**config.mk**
```make
export PLATFORM = sky130hd
export DESIGN_NAME = game_sequencer_flat
export DESIGN_NICKNAME = d
export VERILOG_FILES = /design/src/rtl/game_seq_pkg.sv /design/src/rtl/game_sequencer_if.sv /design/src/rtl/game_sequencer_step_timer.sv /design/src/rtl/game_sequencer.sv /design/src/flat_wrapper.sv
export SDC_FILE = /design/constraint.sdc
export NUM_CORES = 1
export LEC_CHECK = 0
export BUFFER_PORTS_ARGS = -buffer_cell sky130_fd_sc_hd__buf_4
export CAP_MARGIN = 20
export CORE_MARGIN = 5
export CORE_UTILIZATION = 48
export DETAILED_ROUTE_END_ITERATION = 16
export PLACE_DENSITY = 0.81
export SLEW_MARGIN = 20
export SYNTH_ARGS = -nofsm -noshare
export SYNTH_HDL_FRONTEND = slang
export SYNTH_SLANG_ARGS = --single-unit
```
**constraint.sdc**
```tcl
create_clock -name clock -period 1.6 [get_ports clock]
set_input_delay 0.08 -clock clock [delete_from_list [all_inputs] [get_ports clock]]
set_output_delay 0.08 -clock clock [all_outputs]
set_load 0.005 [all_outputs]
```
**src/rtl/game_seq_pkg.sv**
```systemverilog
// game_seq_pkg: shared state encoding for the flappy-bird game sequencer and its consumers
package game_seq_pkg;
  localparam int GAME_STATE_W = 3;
  typedef enum logic [GAME_STATE_W-1:0] {
    S_IDLE  = 3'd0,
    S_RUN   = 3'd1,
    S_PAUSE = 3'd2,
    S_WIN   = 3'd3,
    S_DEAD  = 3'd4
  } game_state_t;
endpackage

```
**src/rtl/game_sequencer_if.sv**
```systemverilog
// game_sequencer_if: board/condition inputs and movement/score controls of the game sequencer
// Ports (via modports): start, flap, win, die into the sequencer; step, flap_req,
// tree_reload, score_inc, score_clr, state, level out of it.
interface game_sequencer_if #(parameter int LVL_W = 4);
  import game_seq_pkg::*;
  logic start;
  logic flap;
  logic win;
  logic die;
  logic step;
  logic flap_req;
  logic tree_reload;
  logic score_inc;
  logic score_clr;
  logic [GAME_STATE_W-1:0] state;
  logic [LVL_W-1:0] level;
  modport master (
    input  start, flap, win, die,
    output step, flap_req, tree_reload, score_inc, score_clr, state, level
  );
  modport slave (
    output start, flap, win, die,
    input  step, flap_req, tree_reload, score_inc, score_clr, state, level
  );
endinterface

```
**src/rtl/game_sequencer_step_timer.sv**
```systemverilog
// step_timer: step-period counter, hold-wrap counter and speed-level divisor
// Ports: clock, reset (async, active-high); en counts periods, hold counts wraps,
// clr restarts both on a state change, level selects the divisor; wrap marks the
// last cycle of a period, hold_done the last cycle of a hold.
// Build option: GAME_SEQ_SPEEDUP_EN shortens the period by DIV_STEP per level.
module step_timer #(
  parameter int TICK_DIV   = 16,
  parameter int MIN_DIV    = 4,
  parameter int DIV_STEP   = 2,
  parameter int HOLD_TICKS = 8,
  parameter int LVL_W      = 4
) (
  input  logic             clock,
  input  logic             reset,
  input  logic             en,
  input  logic             hold,
  input  logic             clr,
  input  logic [LVL_W-1:0] level,
  output logic             wrap,
  output logic             hold_done
);
  localparam int CW = $clog2(TICK_DIV);
  localparam int DW = $clog2(TICK_DIV + 1);
  localparam int PW = LVL_W + DW;
  localparam int HW = $clog2(HOLD_TICKS + 1);
  logic [CW-1:0] cnt;
  logic [HW-1:0] hcnt;
  logic [DW-1:0] div;
`ifdef GAME_SEQ_SPEEDUP_EN
  logic [PW-1:0] prod;
  // Wide product so a large level saturates at MIN_DIV instead of wrapping.
  always_comb begin
    prod = PW'(level) * PW'(DIV_STEP);
    div = (prod >= PW'(TICK_DIV - MIN_DIV)) ? DW'(MIN_DIV) : DW'(PW'(TICK_DIV) - prod);
  end
`else
  logic unused_level;
  assign unused_level = ^level;
  assign div = DW'(TICK_DIV);
`endif
  assign wrap      = en && (DW'(cnt) == div - DW'(1));
  assign hold_done = hold && wrap && (hcnt == HW'(HOLD_TICKS - 1));
  always_ff @(posedge clock or posedge reset) begin
    if (reset) begin
      cnt  <= '0;
      hcnt <= '0;
    end else begin
      cnt  <= (clr || !en || wrap) ? '0 : cnt + 1'b1;
      hcnt <= (clr || !hold) ? '0 : wrap ? hcnt + 1'b1 : hcnt;
    end
  end
endmodule

```
**src/rtl/game_sequencer.sv**
```systemverilog
// game_sequencer: run/pause/win/death controller and movement step generator
// Ports: clock, reset (async, active-high); gs (game_sequencer_if.master) carries
// start/flap/win/die in and step, flap_req, tree_reload, score_inc, score_clr,
// state, level out.
// Build option: GAME_SEQ_SPEEDUP_EN makes the step period shrink with level.
module game_sequencer
  import game_seq_pkg::*;
#(
  parameter int TICK_DIV   = 16,
  parameter int MIN_DIV    = 4,
  parameter int DIV_STEP   = 2,
  parameter int HOLD_TICKS = 8,
  parameter int LVL_W      = 4
) (
  input logic               clock,
  input logic               reset,
  game_sequencer_if.master  gs
);
  game_state_t      state_q, nxt;
  logic [LVL_W-1:0] level_q;
  logic             flap_q, tr_q, si_q, sc_q;
  logic             wrap, hold_done, counting, holding;
  logic             step, tr_d, si_d, sc_d;
  assign counting = state_q inside {S_RUN, S_WIN, S_DEAD};
  assign holding  = state_q inside {S_WIN, S_DEAD};
  step_timer #(
    .TICK_DIV(TICK_DIV), .MIN_DIV(MIN_DIV), .DIV_STEP(DIV_STEP),
    .HOLD_TICKS(HOLD_TICKS), .LVL_W(LVL_W)
  ) u_timer (
    .clock(clock), .reset(reset), .en(counting), .hold(holding),
    .clr(nxt != state_q), .level(level_q), .wrap(wrap), .hold_done(hold_done)
  );
  always_ff @(posedge clock or posedge reset) begin
    if (reset) state_q <= S_IDLE;
    else state_q <= nxt;
  end
  // Illegal encodings fall into default and recover to IDLE.
  always_comb begin
    nxt = S_IDLE;
    case (state_q)
      S_IDLE:  nxt = gs.start ? S_RUN : S_IDLE;
      S_RUN:   nxt = gs.die ? S_DEAD : gs.win ? S_WIN : gs.start ? S_RUN : S_PAUSE;
      S_PAUSE: nxt = gs.start ? S_RUN : S_PAUSE;
      S_WIN:   nxt = !hold_done ? S_WIN : gs.start ? S_RUN : S_PAUSE;
      S_DEAD:  nxt = hold_done ? S_IDLE : S_DEAD;
      default: nxt = S_IDLE;
    endcase
  end
  always_comb begin
    step = (state_q == S_RUN) && wrap;
    sc_d = (state_q == S_IDLE && nxt == S_RUN) || (state_q == S_DEAD && nxt == S_IDLE);
    si_d = (state_q == S_RUN) && (nxt == S_WIN);
    tr_d = sc_d || (state_q == S_WIN && nxt != S_WIN);
  end
  always_ff @(posedge clock or posedge reset) begin
    if (reset) begin
      tr_q    <= 1'b0;
      si_q    <= 1'b0;
      sc_q    <= 1'b0;
      flap_q  <= 1'b0;
      level_q <= '0;
    end else begin
      tr_q    <= tr_d;
      si_q    <= si_d;
      sc_q    <= sc_d;
      // Gating on the next state keeps the latch at 0 in every non-RUN cycle.
      flap_q  <= (nxt == S_RUN) && ((flap_q && !step) || gs.flap);
      level_q <= (hold_done && state_q == S_DEAD) ? '0 :
                 (hold_done && state_q == S_WIN && !(&level_q)) ? level_q + 1'b1 : level_q;
    end
  end
  assign gs.step        = step;
  assign gs.flap_req    = flap_q;
  assign gs.tree_reload = tr_q;
  assign gs.score_inc   = si_q;
  assign gs.score_clr   = sc_q;
  assign gs.state       = state_q;
  assign gs.level       = level_q;
endmodule

```
**src/flat_wrapper.sv**
```systemverilog
// flat-port wrapper written by rule: the top's interface ports become plain ports
module game_sequencer_flat import game_seq_pkg::*;
#(
  parameter int TICK_DIV   = 16,
  parameter int MIN_DIV    = 4,
  parameter int DIV_STEP   = 2,
  parameter int HOLD_TICKS = 8,
  parameter int LVL_W      = 4
)
  (clock, reset, gs_start, gs_flap, gs_win, gs_die, gs_step, gs_flap_req, gs_tree_reload, gs_score_inc, gs_score_clr, gs_state, gs_level);
  game_sequencer_if #(.LVL_W(LVL_W)) gs_i ();
  input logic clock;
  input logic reset;
  input wire logic [$bits(gs_i.start)-1:0] gs_start;
  input wire logic [$bits(gs_i.flap)-1:0] gs_flap;
  input wire logic [$bits(gs_i.win)-1:0] gs_win;
  input wire logic [$bits(gs_i.die)-1:0] gs_die;
  output wire logic [$bits(gs_i.step)-1:0] gs_step;
  output wire logic [$bits(gs_i.flap_req)-1:0] gs_flap_req;
  output wire logic [$bits(gs_i.tree_reload)-1:0] gs_tree_reload;
  output wire logic [$bits(gs_i.score_inc)-1:0] gs_score_inc;
  output wire logic [$bits(gs_i.score_clr)-1:0] gs_score_clr;
  output wire logic [$bits(gs_i.state)-1:0] gs_state;
  output wire logic [$bits(gs_i.level)-1:0] gs_level;
  assign gs_i.start = gs_start;
  assign gs_i.flap = gs_flap;
  assign gs_i.win = gs_win;
  assign gs_i.die = gs_die;
  assign gs_step = gs_i.step;
  assign gs_flap_req = gs_i.flap_req;
  assign gs_tree_reload = gs_i.tree_reload;
  assign gs_score_inc = gs_i.score_inc;
  assign gs_score_clr = gs_i.score_clr;
  assign gs_state = gs_i.state;
  assign gs_level = gs_i.level;
  game_sequencer #(.TICK_DIV(TICK_DIV), .MIN_DIV(MIN_DIV), .DIV_STEP(DIV_STEP), .HOLD_TICKS(HOLD_TICKS), .LVL_W(LVL_W)) u_core (.clock(clock), .reset(reset), .gs(gs_i));
endmodule
```
# ---- Word-level counts from Yosys, hierarchy flattened
# Cells that the tools add are included.
dict set report word_totals {
  ff_bits 19
  input_bits 6
  out_inout_bits 12
  wordCells 63
}
dict set report classes {
  n_addsub 3
  eq_ne 10
  mux 12
  n_reduce_logical 30
}
# operator n
set op_table {}
lappend op_table {{$mux W4} 5}
lappend op_table {{$pmux W3 S5} 1}
lappend op_table {{$logic_and A1 B1 Y1} 13}
lappend op_table {{$add A4 B1 Y4 const B} 3}
lappend op_table {{$eq A3 B2 Y1 const B} 3}
lappend op_table {{$mux W3} 3}
lappend op_table {{$eq A3 B1 Y1 const B} 2}
lappend op_table {{$logic_not A3 Y1} 2}
lappend op_table {{$logic_or A1 B1 Y1} 6}
lappend op_table {{$reduce_bool A2 Y1} 3}
lappend op_table {{$eq A4 B3 Y1 const B} 1}
lappend op_table {{$eq A4 B4 Y1 const B} 1}
lappend op_table {{$logic_not A1 Y1} 4}
lappend op_table {{$mux W2} 2}
lappend op_table {{$reduce_and A4 Y1} 1}
lappend op_table {{$eq A3 B3 Y1 const B} 1}
lappend op_table {{$ne A3 B2 Y1 const B} 1}
lappend op_table {{$ne A3 B3 Y1} 1}
lappend op_table {{$reduce_bool A3 Y1} 1}
lappend op_table {{$mux W1} 1}

# ---- Logic depth before layout (Yosys ltp)
dict set report depth {
  ltp_word 11
  mapped_depth 6
}

# ---- Cells and area by module
# From an unflattened synthesis, not the netlist that was laid out.
dict set report unflattened {
  hier_cells 108
  hier_area_um2 1034.7
}
# module instances cells_per_inst area_each_um2
set modules_own_cells {}
lappend modules_own_cells {game_sequencer 1 69 644.4}
lappend modules_own_cells {step_timer 1 39 390.4}

# ---- Worst setup path after synthesis
# OpenSTA, ideal clock, no wires.
dict set report synth_path {
  path_kind {reg2reg}
  start {register u_core.u_timer.cnt[0]}
  end {register u_core.u_timer.cnt[3]}
  arrival_time_ns 1.507
  slack_ns -0.007
  stages_incl_launch_ff 7
  synth_period_minus_slack_ns 1.607
  path_cell_list {dfrtp_1 ha_1 and3_2 buf_6 o2bb2ai_1 o21a_1 a311oi_1}
}
dict set report synth_via {
  elab_chain_cells 10
}
# item line
set synth_rtl {}
lappend synth_rtl {{from (decl)} game_sequencer_step_timer.sv:26} ;# logic [CW-1:0] cnt;
lappend synth_rtl {{from (signal assigned)} game_sequencer_step_timer.sv:48} ;# cnt <= (clr || !en || wrap) ? '0 : cnt + 1'b1;
lappend synth_rtl {{$eq A4 B4 Y1} game_sequencer_step_timer.sv:41} ;# assign wrap = en && (DW'(cnt) == div - DW'(1));
lappend synth_rtl {{$logic_and A1 B1 Y1} game_sequencer_step_timer.sv:41}
lappend synth_rtl {{$logic_and A1 B1 Y1 (2 in a row)} game_sequencer_step_timer.sv:42} ;# assign hold_done = hold && wrap && (hcnt == HW'(HOLD_TICKS - 1));
lappend synth_rtl {{$mux W3, on equally long branches} {game_sequencer.sv:44, game_sequencer.sv:45}}
lappend synth_rtl {{$pmux W3 S5} game_sequencer.sv:40} ;# case (state_q)
lappend synth_rtl {{$ne A3 B3 Y1} game_sequencer.sv:31} ;# .clr(nxt != state_q), .level(level_q), .wrap(wrap), .hold_done(hold_done)
lappend synth_rtl {{$logic_or A1 B1 Y1 (2 in a row)} game_sequencer_step_timer.sv:48}
lappend synth_rtl {{$mux W4 *} game_sequencer_step_timer.sv:48}
# Mark *: on every way between the ends. The rest lies on a longest branch, timed or not.
# A chain may end at the register's enable or synchronous reset.

# ---- Worst setup path in the final report
dict set report layout_path {
  start {register u_core.u_timer.hcnt[0]}
  end {register u_core.level_q[3], in the netlist u_core.gs.level[3]}
}
dict set report layout_via {
  elab_chain_cells 5
}
# item line
set layout_rtl {}
lappend layout_rtl {{from (decl)} game_sequencer_step_timer.sv:27} ;# logic [HW-1:0] hcnt;
lappend layout_rtl {{from (signal assigned)} game_sequencer_step_timer.sv:49} ;# hcnt <= (clr || !hold) ? '0 : wrap ? hcnt + 1'b1 : hcnt;
lappend layout_rtl {{$eq A4 B3 Y1 *} game_sequencer_step_timer.sv:42}
lappend layout_rtl {{$logic_and A1 B1 Y1 *} game_sequencer_step_timer.sv:42}
lappend layout_rtl {{$logic_and A1 B1 Y1 (2 in a row)} game_sequencer.sv:69} ;# (hold_done && state_q == S_WIN && !(&level_q)) ? level_q + 1'b1 : level_q;
lappend layout_rtl {{$reduce_bool A2 Y1 (no line)} n/a}
lappend layout_rtl {{to (signal assigned)} game_sequencer.sv:68} ;# level_q <= (hold_done && state_q == S_DEAD) ? '0 :
lappend layout_rtl {{to (decl)} game_sequencer.sv:20} ;# logic [LVL_W-1:0] level_q;
# Marks and branches as above.

==> out/qor.log <==
qor: yosys.yosys.area_share.simple 22.46%
qor: power_and_ir_drop.p_leak 0.6383 nW
qor: drt.drc_violation_count_after_routing 0
qor: global_route.first_global_vias 894
qor: yosys.async_reset_ff_share 100.0%
qor: clock_tree.cts_made_buffers 3
qor: worst_setup_path.crit-reg2reg-launch u_core.u_timer.hcnt[0]
qor: clock_tree.clock_tree.buffer_depth 2
qor: global_route.groute.layer.met2.usage 26.69%
qor: yosys.synth_fa_ha_area_share 3.722%
qor: cells_and_area.stdcell_count 155
qor: timing.drv_slew 0
qor: yosys.post_synthesis_register_bit_count 19
qor: yosys.synth_top_family_by_area simple AND/OR/NAND/NOR gates
qor: yosys.syn_inst 100
qor: yosys.synth_most_common_cell sky130_fd_sc_hd__dfrtp_1
qor: worst_setup_path.critical_path_arrival 1.74 ns
qor: yosys.synth_compound_gate_area_share 16.13%
qor: worst_hold_path.worstHoldPathCells 2
qor: yosys.ys_types 37
qor: floorplan.design.die.area 3118 µm²
qor: clock_tree.clk_transition_reported_paths 0.11 ns
qor: worst_setup_path.critPathCaptureType flop
qor: timing.fmax_achieved 666.4 MHz
qor: yosys.synth.net_count 109
qor: global_route.use_met3 4.872%
qor: yosys.synth-xor-area-share 4.342%
qor: cells_and_area.ant_diodes 0
qor: drt.antenna_violating_nets_remaining 0
qor: timing.hold_viol_final 0
qor: timing.max_slew.worst_pin.slew 0.7108 ns
qor: yosys.synth.yosys.warnings 0
qor: floorplan.row_count 16
qor: global_route.grt-ovfl-total 0
qor: yosys.syn-cell-area 1008 µm²
qor: timing.final-setup-viol-count 0
qor: drt.routed_vias_inst 5.665
qor: floorplan.coreArea 1982 µm²
qor: placed_design.place.detailed.hpwl 1553 µm
qor: drt.drt_first_pass_iters 4
qor: timing.min_period_over_period 93.79%
qor: clock_tree.clk-insertion-delay-late 0.30 ns
qor: drt.vias 878
qor: timing.skew 0.01071 ns
qor: cells_and_area.layout-drive-gt1-share 31.25%
qor: timing.postLayoutSetupSlackWorst 0.09937 ns
qor: yosys.synth_enable_flop_cells 0
qor: global_route.grt_first_pass_wirelength 3760 µm
qor: power_and_ir_drop.ir_worst_vdd 0.6906 mV
qor: yosys.synthDominantAreaCellType sky130_fd_sc_hd__dfrtp_1
qor: power_and_ir_drop.power_per_cell_area 1176 nW/µm²
qor: timing.worst_slew_margin_rel 52.56%
qor: drt.drt_iter0_drc 16
qor: yosys.syn_avg_cell_area 10.08 µm²
qor: worst_setup_path.timing.critical_path.from_type flop
qor: global_route.global_route_met1_usage 16.69%
qor: status.outcome finished clean
qor: worst_hold_path.whs_endpoint u_core.gs.flap_req
qor: worst_setup_path.worst-setup-path-type flop to flop
qor: worst_setup_path.reg2reg_to u_core.gs.level[3]
qor: placed_design.post_place_setup_slack -0.001149 ns
qor: drt.wl_per_cell 13.92 µm
qor: yosys.post-synth-top-area-fraction 47.15%
qor: floorplan.die_width 55.84 µm
qor: yosys.yosys_most_used_dff sky130_fd_sc_hd__dfrtp_1
qor: timing.hold-worst-slack 0.03165 ns
qor: timing.unrepaired_setup_endpoints_after_global_routing no
qor: worst_hold_path.hold_path.class primary input to flop
qor: global_route.gr-max-usage-layer met2
qor: worst_setup_path.ff2ff_path_depth 5
qor: worst_setup_path.worstPathRequired 1.84 ns
qor: drt.drt_wl_total 2158 µm
qor: yosys.post_synth_main_area_contributors sky130_fd_sc_hd__dfrtp_1 (47%), sky130_fd_sc_hd__nor2_1 (5.2%), sky130_fd_sc_hd__ha_1 (3.7%), sky130_fd_sc_hd__xor2_1 (3.5%), sky130_fd_sc_hd__a31oi_1 (2.5%)
qor: clock_tree.tritoncts built
qor: clock_tree.clock_tree.htree_level_count 1
qor: global_route.grt_start_max_net_pins 20
qor: floorplan.floorplan.initialDensity 50.88%
qor: floorplan.top_level_ports 18
qor: worst_hold_path.worstHoldStart gs_flap
qor: global_route.grt_antenna_before_repair 0
qor: cells_and_area.total_nets_final 138
qor: worst_setup_path.critPathMaxFanout 7
qor: timing.finalCriticalPeriod 1.501 ns
qor: worst_setup_path.timing.reg2reg.setup_slack 0.1 ns
qor: yosys.multiplexer_fraction_of_the_synthesized_cell_area 1.985%
qor: job.drv.max_cap_violation_count 0
qor: floorplan.vertical_die_dimension 55.84 µm
qor: clock_tree.tritoncts_num_sinks 19
qor: placed_design.dpl.cell_count 148
qor: clock_tree.ctsRootBufferMaster sky130_fd_sc_hd__clkbuf_4
qor: yosys.proportion_of_synthesized_chip_area_in_sequential_cells 47.15%
qor: placed_design.globalplace.congestion 0.8033
qor: yosys.synthTopCellsByCount sky130_fd_sc_hd__dfrtp_1 (19), sky130_fd_sc_hd__nor2_1 (14), sky130_fd_sc_hd__nand2_1 (5)
qor: cells_and_area.synthToLayoutAreaGrowth 27.05%
qor: cells_and_area.final_util 64.65%
qor: global_route.grt_util_all_layers 14.84%
qor: placed_design.numPortBuffers 17
sequential cells by signal (all words and copies together) (netlist names):
signal and count:
u_core.gs.level 4, u_core.u_timer.cnt 4, u_core.gs.tree_reload 1, u_core.gs.score_clr 1, u_core.gs.flap_req 1, u_core.u_timer.hcnt 4, u_core.gs.state 3, u_core.gs.score_inc 1
what timing repair did:
item	4_1_cts	5_1_grt
hold buffers	2	0
buffers inserted	0	1
pin swaps	0	1
resized for setup	1	4
endpoints found under the hold margin	20	0
setup endpoints to repair	1	10
metal layers:
metal / vias to the layer above / wire length, µm
met5: - / 0
met4: 0 / 8
met3: 2 / 109
met2: 25 / 1110
met1: 437 / 931
li1: 414 / -
worst max-delay path, stage by stage, from the launching register on:
cell	delay [ns]
sky130_fd_sc_hd__dfrtp_1	0.39
sky130_fd_sc_hd__ha_1	0.18
sky130_fd_sc_hd__and3b_2	0.27
sky130_fd_sc_hd__nand4_4	0.11
sky130_fd_sc_hd__or3_1	0.36
sky130_fd_sc_hd__a21oi_1	0.14
layout make-up:
class,count,area [µm²]
timing repair buffer,29,222.7
sequential,19,476.7
tap,27,33.78
clock buffer,4,26.28
multi-input combinational,73,510.5
fill,160,700.7
inverter,3,11.26
cell usage in the layout, fill, tap and decap left out, types with 4 or more instances in the layout:
cell                      count
sky130_fd_sc_hd__buf_4       27
sky130_fd_sc_hd__dfrtp_1     18
sky130_fd_sc_hd__nor2_1      14
sky130_fd_sc_hd__nand2_1      5
sky130_fd_sc_hd__xor2_1       4
sky130_fd_sc_hd__a31oi_1      4
report_power, final:
| part | leakage (nW) | total (mW) | internal [mW] | switching [mW] |
|---|---|---|---|---|
| sequential | 0.257 | 0.639 | 0.559 | 0.0801 |
| combinational | 0.366 | 0.621 | 0.313 | 0.308 |
| clock | 0.0150 | 0.247 | 0.0972 | 0.150 |
kinds of logic after synthesis:
kind of cell,Yosys count
AND/OR/NAND/NOR,40
AO/OA/AOI/OAI,23
flip-flops,19
buffers and inverters,8
XOR/XNOR,5
adder cells (fa/ha/maj),3
multiplexers,2
through the flow:
stage	cell area (µm²)	setup TNS, ns	power [mW]
2_1_floorplan	1011	0	0.9552
5_1_grt	1281	0	1.610
4_1_cts	1261	0	1.490
6_report	1281	0	1.507
3_3_place_gp	1209	0	1.214
3_5_place_dp	1209	-0.001149	1.222
worst max path at each step:
stage / slack (ns) / cells past startpoint / end / startpoint
CTS: 0.001 / 5 / u_core.gs.level[3] / u_core.u_timer.hcnt[0]
global placement: 0.08 / 5 / u_core.gs.flap_req / u_core.u_timer.cnt[0]
detailed placement: -0.001 / 5 / u_core.gs.flap_req / u_core.u_timer.cnt[0]
floorplan: 0.03 / 6 / u_core.u_timer.cnt[3] / u_core.u_timer.cnt[0]
global route: 0.004 / 5 / u_core.u_timer.cnt[3] / u_core.u_timer.hcnt[0]
finish: 0.1 / 5 / u_core.gs.level[3] / u_core.u_timer.hcnt[0]
(Power assumes the default switching activity.)
